File: config.mk
export PLATFORM = sky130hd
export DESIGN_NAME = wb_regfile
export DESIGN_NICKNAME = d
export VERILOG_FILES = /design/src/rtl/mips_defs.sv /design/src/rtl/wb_result_mux.sv /design/src/rtl/wb_regfile.sv
export SDC_FILE = /design/constraint.sdc
export NUM_CORES = 2
export LEC_CHECK = 0
export CAP_MARGIN = 20
export CORE_AREA = 2 2 303 305
export CTS_CLUSTER_DIAMETER = 150
export CTS_CLUSTER_SIZE = 12
export DETAILED_ROUTE_END_ITERATION = 7
export DIE_AREA = 0 0 305 307
export GPL_TIMING_DRIVEN = 0
export PLACE_DENSITY = 0.8
export SLEW_MARGIN = 20
export SYNTH_ARGS = -nofsm -noshare
export SYNTH_HDL_FRONTEND = slang
export SYNTH_SLANG_ARGS = --single-unit
export TNS_END_PERCENT = 5
File: constraint.sdc
create_clock -name clk -period 2.2 [get_ports clk]
set_input_delay 0.22 -clock clk [delete_from_list [all_inputs] [get_ports clk]]
set_output_delay 0.22 -clock clk [all_outputs]
set_load 0.03 [all_outputs]
File: src/rtl/mips_defs.sv
// Shared MIPS pipeline definitions: write-back select codes and the hard-wired zero register.
package mips_defs;

   localparam int NREG_DEF = 32;
   localparam int DW_DEF   = 32;

   typedef logic [3:0] memtoreg_t;

   localparam memtoreg_t MEMTOREG_ALU = 4'd0;
   localparam memtoreg_t MEMTOREG_MEM = 4'd1;
   localparam memtoreg_t MEMTOREG_PC8 = 4'd2;
   localparam logic [4:0] REG_ZERO    = 5'd0;

   function automatic logic is_reg_zero(input logic [4:0] addr);
      return (addr == REG_ZERO);
   endfunction

endpackage

File: src/rtl/wb_result_mux.sv
// W-stage result select: chooses the value committed to the register file.
// Unrecognised select codes fall back to the ALU result so the output is never X.
module wb_result_mux
   import mips_defs::*;
#(
   parameter int DW = 32
) (
   input  logic [3:0]    MemtoReg_W,
   input  logic [DW-1:0] ALUresult_W,
   input  logic [DW-1:0] MemOutput_W,
   input  logic [DW-1:0] PC8_W,
   output logic [DW-1:0] WD_W
);

   // select the write-back source
   always_comb begin
      WD_W = ALUresult_W;
      case (MemtoReg_W)
         MEMTOREG_ALU: WD_W = ALUresult_W;
         MEMTOREG_MEM: WD_W = MemOutput_W;
         MEMTOREG_PC8: WD_W = PC8_W;
         default:      WD_W = ALUresult_W;
      endcase
   end

endmodule

File: src/rtl/wb_regfile.sv
// Write-back stage register file with same-cycle W->D bypass and a commit counter.
// Optional macro GRF_TRACE_EN prints one trace line per committed register write.
module wb_regfile
   import mips_defs::*;
#(
   parameter int NREG = 32,
   parameter int DW   = 32
) (
   input  logic                    clk,
   input  logic                    reset,
   input  logic                    RegWrite_W,
   input  logic [3:0]              MemtoReg_W,
   input  logic [DW-1:0]           PC_W,
   input  logic [DW-1:0]           PC8_W,
   input  logic [DW-1:0]           ALUresult_W,
   input  logic [DW-1:0]           MemOutput_W,
   input  logic [$clog2(NREG)-1:0] Dst_W,
   input  logic [$clog2(NREG)-1:0] A1_D,
   input  logic [$clog2(NREG)-1:0] A2_D,
   output logic [DW-1:0]           RD1_D,
   output logic [DW-1:0]           RD2_D,
   output logic [DW-1:0]           WD_W,
   output logic [31:0]             wb_count
);

   localparam int AW = $clog2(NREG);

   logic [DW-1:0] regs_q [1:NREG-1];
   logic [DW-1:0] regs_d [1:NREG-1];
   logic [31:0]   wb_count_q;
   logic [31:0]   wb_count_d;
   logic          commit_s;

   wb_result_mux #(.DW(DW)) u_result_mux (
      .MemtoReg_W  (MemtoReg_W),
      .ALUresult_W (ALUresult_W),
      .MemOutput_W (MemOutput_W),
      .PC8_W       (PC8_W),
      .WD_W        (WD_W)
   );

   assign commit_s = RegWrite_W && (Dst_W != REG_ZERO);

   // next-state for the register array and commit counter
   always_comb begin
      regs_d     = regs_q;
      wb_count_d = wb_count_q;
      if (commit_s) begin
         regs_d[Dst_W] = WD_W;
         wb_count_d    = wb_count_q + 32'd1;
      end else begin
         wb_count_d = wb_count_q;
      end
   end

   // storage flops; reset clears everything asynchronously, dropping any pending write
   always_ff @(posedge clk or negedge reset) begin
      if (!reset) begin
         for (int i = 1; i < NREG; i++) begin
            regs_q[i] <= '0;
         end
         wb_count_q <= 32'd0;
      end else begin
         regs_q     <= regs_d;
         wb_count_q <= wb_count_d;
`ifdef GRF_TRACE_EN
         if (commit_s) begin
            $display("%d@%h: $%d <= %h", $time, PC_W, Dst_W, WD_W);
         end
`endif
      end
   end

   // read port 1: zero register, then W-stage bypass, then stored value; gated off in reset
   always_comb begin
      RD1_D = '0;
      if (!reset || is_reg_zero(A1_D)) begin
         RD1_D = '0;
      end else if (RegWrite_W && (Dst_W == A1_D)) begin
         RD1_D = WD_W;
      end else begin
         RD1_D = regs_q[A1_D];
      end
   end

   // read port 2: same priority as port 1
   always_comb begin
      RD2_D = '0;
      if (!reset || is_reg_zero(A2_D)) begin
         RD2_D = '0;
      end else if (RegWrite_W && (Dst_W == A2_D)) begin
         RD2_D = WD_W;
      end else begin
         RD2_D = regs_q[A2_D];
      end
   end

   assign wb_count = wb_count_q;

   // PC_W only feeds the trace; keep it referenced when tracing is compiled out
   logic unused_pc_s;
   assign unused_pc_s = ^{PC_W, AW[0]};

endmodule

==> reports/summary.txt <==
outcome: finished, violations left
violated checks: hold timing, setup timing
Max Clock Freq: 325.8 MHz
Most Crowded Layer GR: met2
number of port buffers: 241
post-synth top area cell: dfrtp_1
CP max stage cell: mux4_2
Die Wd: 305 um
Final HPWL DP: 168900 um
GPL Wtd Cong: 1.142
Area Growth Syn to Fin: 21.03%
Ys Warns: 0
Yosys reg bits: 1024
# IOs: 278
peak fanout along the critical path: 2
Reg2Reg Setup Slack: 0.12 ns
met1 GRT Util: 60.99%
CP Launch Type: register
Starting Density: 60.20%
Fillers: 6199
Crit path required time: 1.98 ns
std cell rows: 111
Cells after Synth: 5053
met3 GRT Util: 22.58%
Synth top cells by count: 1024 x dfrtp_1, 614 x a21oi_1, 589 x nor2_1
worst-skew pair later-pin latency: 0.72 ns
die area: 0.09364 mm2
CTS Sinks: 1024
fin area: 0.06608 mm2
measured slew at the worst slew-check pin: 0.9916 ns
fin util: 72.86%
clk_skew: 0.01482 ns
Final setup viols: 368
core outline area: 0.09069 mm2
H-tree lvl count: 3
Mapped Nets: 5204
placed cell area: 0.05870 mm2
Total Nets Final: 5660
final period utilization: 139.5%
Slew Limit Fails: 0
main flop type after synthesis: dfrtp_1
DRT antenna net count: 0
worst-path cell chain: mux4_2, mux4_2, nand2b_1, o211ai_1, buf_4
maximum VDD drop: 0.6779 mV
Worst slew margin: 33.89%
slack of the critical path: -0.8691 ns
via count: 50200
dominant cells by area after synthesis: dfrtp_1 47%, mux4_2 16%, a21oi_1 5.6%
initial antenna violation count: 4
Max-cap violations: 0
global route overflow: 0
FF-to-FF Start: wb_count[10]$_DFFE_PN0P_
cell with the most instances after synthesis: dfrtp_1
met2 usage: 71.32%
Crit. End Element: output pin
number of distinct library cells after synthesis: 60
CP Data Arrival Time: 2.85 ns
Vias/cell: 7.485
RSZ-0062 raised after global routing: true
global-route wire length before repair: 339800 um
Synth top area share: 46.94%
vias in the first global route: 49610
mean post-synth cell area: 10.80 um2
number of synthesized flops with an enable pin: 0
most used cell, CP: mux4_2
DRC Markers: 0
final hold slack: -0.01417 ns
PwrDens: 911.4 mW/mm2
Die Y-Extent: 307 um
RR Endpoint: wb_count[31]$_DFFE_PN0P_
Hold WC Path Type: input pin to async pin
final hold violations: 2
sequential area share after synthesis: 46.94%
GRT Overall Usage: 51.29%
DRT Pass-1 Iters: 8
Num CTS Buffers: 95
DP Worst Slack: -2.810 ns
WL final: 240500 um
clk buf depth: 3
crit path kind: register to output pin
synthesized cell area: 0.05459 mm2
largest net degree at the start of global routing: 153
CTS tree: built
Period minus WS final: 3.069 ns
cell depth of the worst flop-to-flop path: 5
Async SR Flop Fraction: 100.0%
fraction of layout cells with a size suffix above 1: 28.50%
First DRT Iteration DRCs: 8698
drt wl/cell: 35.86 um
Leak: 28.15 nW
Reg clk slew, reported paths: 0.06 ns
clock root buffer: clkbuf_16
max incr delay on CP: 0.57 ns
-- final cells by class --
class / instances / area [um2] / area share, %
Multi-Input combinational cell: 3485 / 28550 / 43.21
Sequential cell: 1024 / 25620 / 38.78
Timing Repair Buffer: 362 / 4021 / 6.086
Buffer: 506 / 3697 / 5.595
Clock buffer: 98 / 2452 / 3.711
Tap cell: 1186 / 1484 / 2.246
Inverter: 35 / 136.4 / 0.2064
Clock inverter: 5 / 91.34 / 0.1382
Antenna cell: 6 / 15.01 / 0.02272
-- worst max-delay path by stage --
| stage | to | cells after the start | startpoint | slack, ns |
|---|---|---|---|---|
| 6_report | RD2_D[16] | 5 | regs_q[16]$_DFFE_PN0P_ | -0.87 |
| 5_1_grt | RD2_D[16] | 5 | regs_q[16]$_DFFE_PN0P_ | -0.82 |
| 4_1_cts | RD2_D[16] | 5 | regs_q[16]$_DFFE_PN0P_ | -0.74 |
| 3_5_place_dp | RD2_D[31] | 11 | reset | -2.81 |
| 3_3_place_gp | RD1_D[0] | 4 | reset | -46.69 |
| 2_1_floorplan | RD2_D[4] | 7 | A2_D[0] | -0.007 |
-- layout by cell type, fill, tap and decap left out, drive strengths merged, types with 4 or more instances in the layout --
cell / n
o221ai: 76
mux2: 178
dfrtp: 1024
a21oi: 632
and4: 4
nor3: 8
mux2i: 181
and2: 5
buf: 458
nand3: 36
a32oi: 32
o211ai: 4
mux4: 395
clkbuf: 331
a22oi: 75
and3: 4
xnor2: 30
dlygate4sd2: 6
inv: 37
a2bb2oi: 7
nand2: 575
o21ai: 526
dlygate4sd3: 5
nand4: 9
xor2: 10
a211oi: 11
nor2: 601
nand2b: 7
a21boi: 23
diode: 6
a22o: 9
bufbuf: 12
clkdlybuf4s50: 130
nor2b: 5
a221oi: 10
or2: 5
clkdlybuf4s15: 11
dlymetal6s2s: 13
-- state kept, by name (all words and copies together), names as in the netlist --
signal / cells
regs_q: 992
wb_count: 32
-- repair_timing --
action	CTS	global route
buffers inserted	64	27
hold endpoints to repair	363	0
gates resized for setup	1086	261
gates cloned	14	0
endpoints found under the setup margin	862	918
pin swaps	90	49
hold buffers	9	0
-- kinds of logic after synthesis --
group	count (synthesis)	share of synthesized area [%]
mux	754	23.28
simple gates	1274	9.330
flops	1024	46.94
xor+xnor	40	0.6417
fa+ha+maj	1	0.02291
buf+inv	544	4.772
compound gates	1416	15.01
-- metal layers --
metal | up-vias | wire [um] | part of all wire [%]
met1 | 24790 | 76820 | 32
li1 | 19210 | - | -
met4 | 6 | 25900 | 11
met2 | 4839 | 99570 | 41
met3 | 1354 | 38070 | 16
met5 | - | 187 | 0.078
-- through the flow --
stage / total power, mW / std cells / TNS, ns
global placement: 40.91 / 6480 / -
global route: 61.71 / 6702 / -58.37
floorplan: 35.57 / 5053 / -0.01379
finish: 60.22 / 6707 / -63.72
detailed placement: 41.85 / 6487 / -1097.75
CTS: 58.36 / 6674 / -93.92
-- report_power, final --
group / internal [mW] / total (mW) / switching (mW)
Combinational: 8.38 / 18.5 / 10.1
Sequential: 22.9 / 26.3 / 3.44
Clock: 7.86 / 15.3 / 7.48
-- worst max-delay path, delay by kind of cell, from the launching register on --
kind | cells | cell delay, ns
AOI/OAI and AO/OA | 1 | 0.29
buffers and inverters | 1 | 0.30
DFF | 1 | 0.40
muxes | 2 | 1.06
and+or+nand+nor | 1 | 0.08
Power figures use the tool's default switching activity.
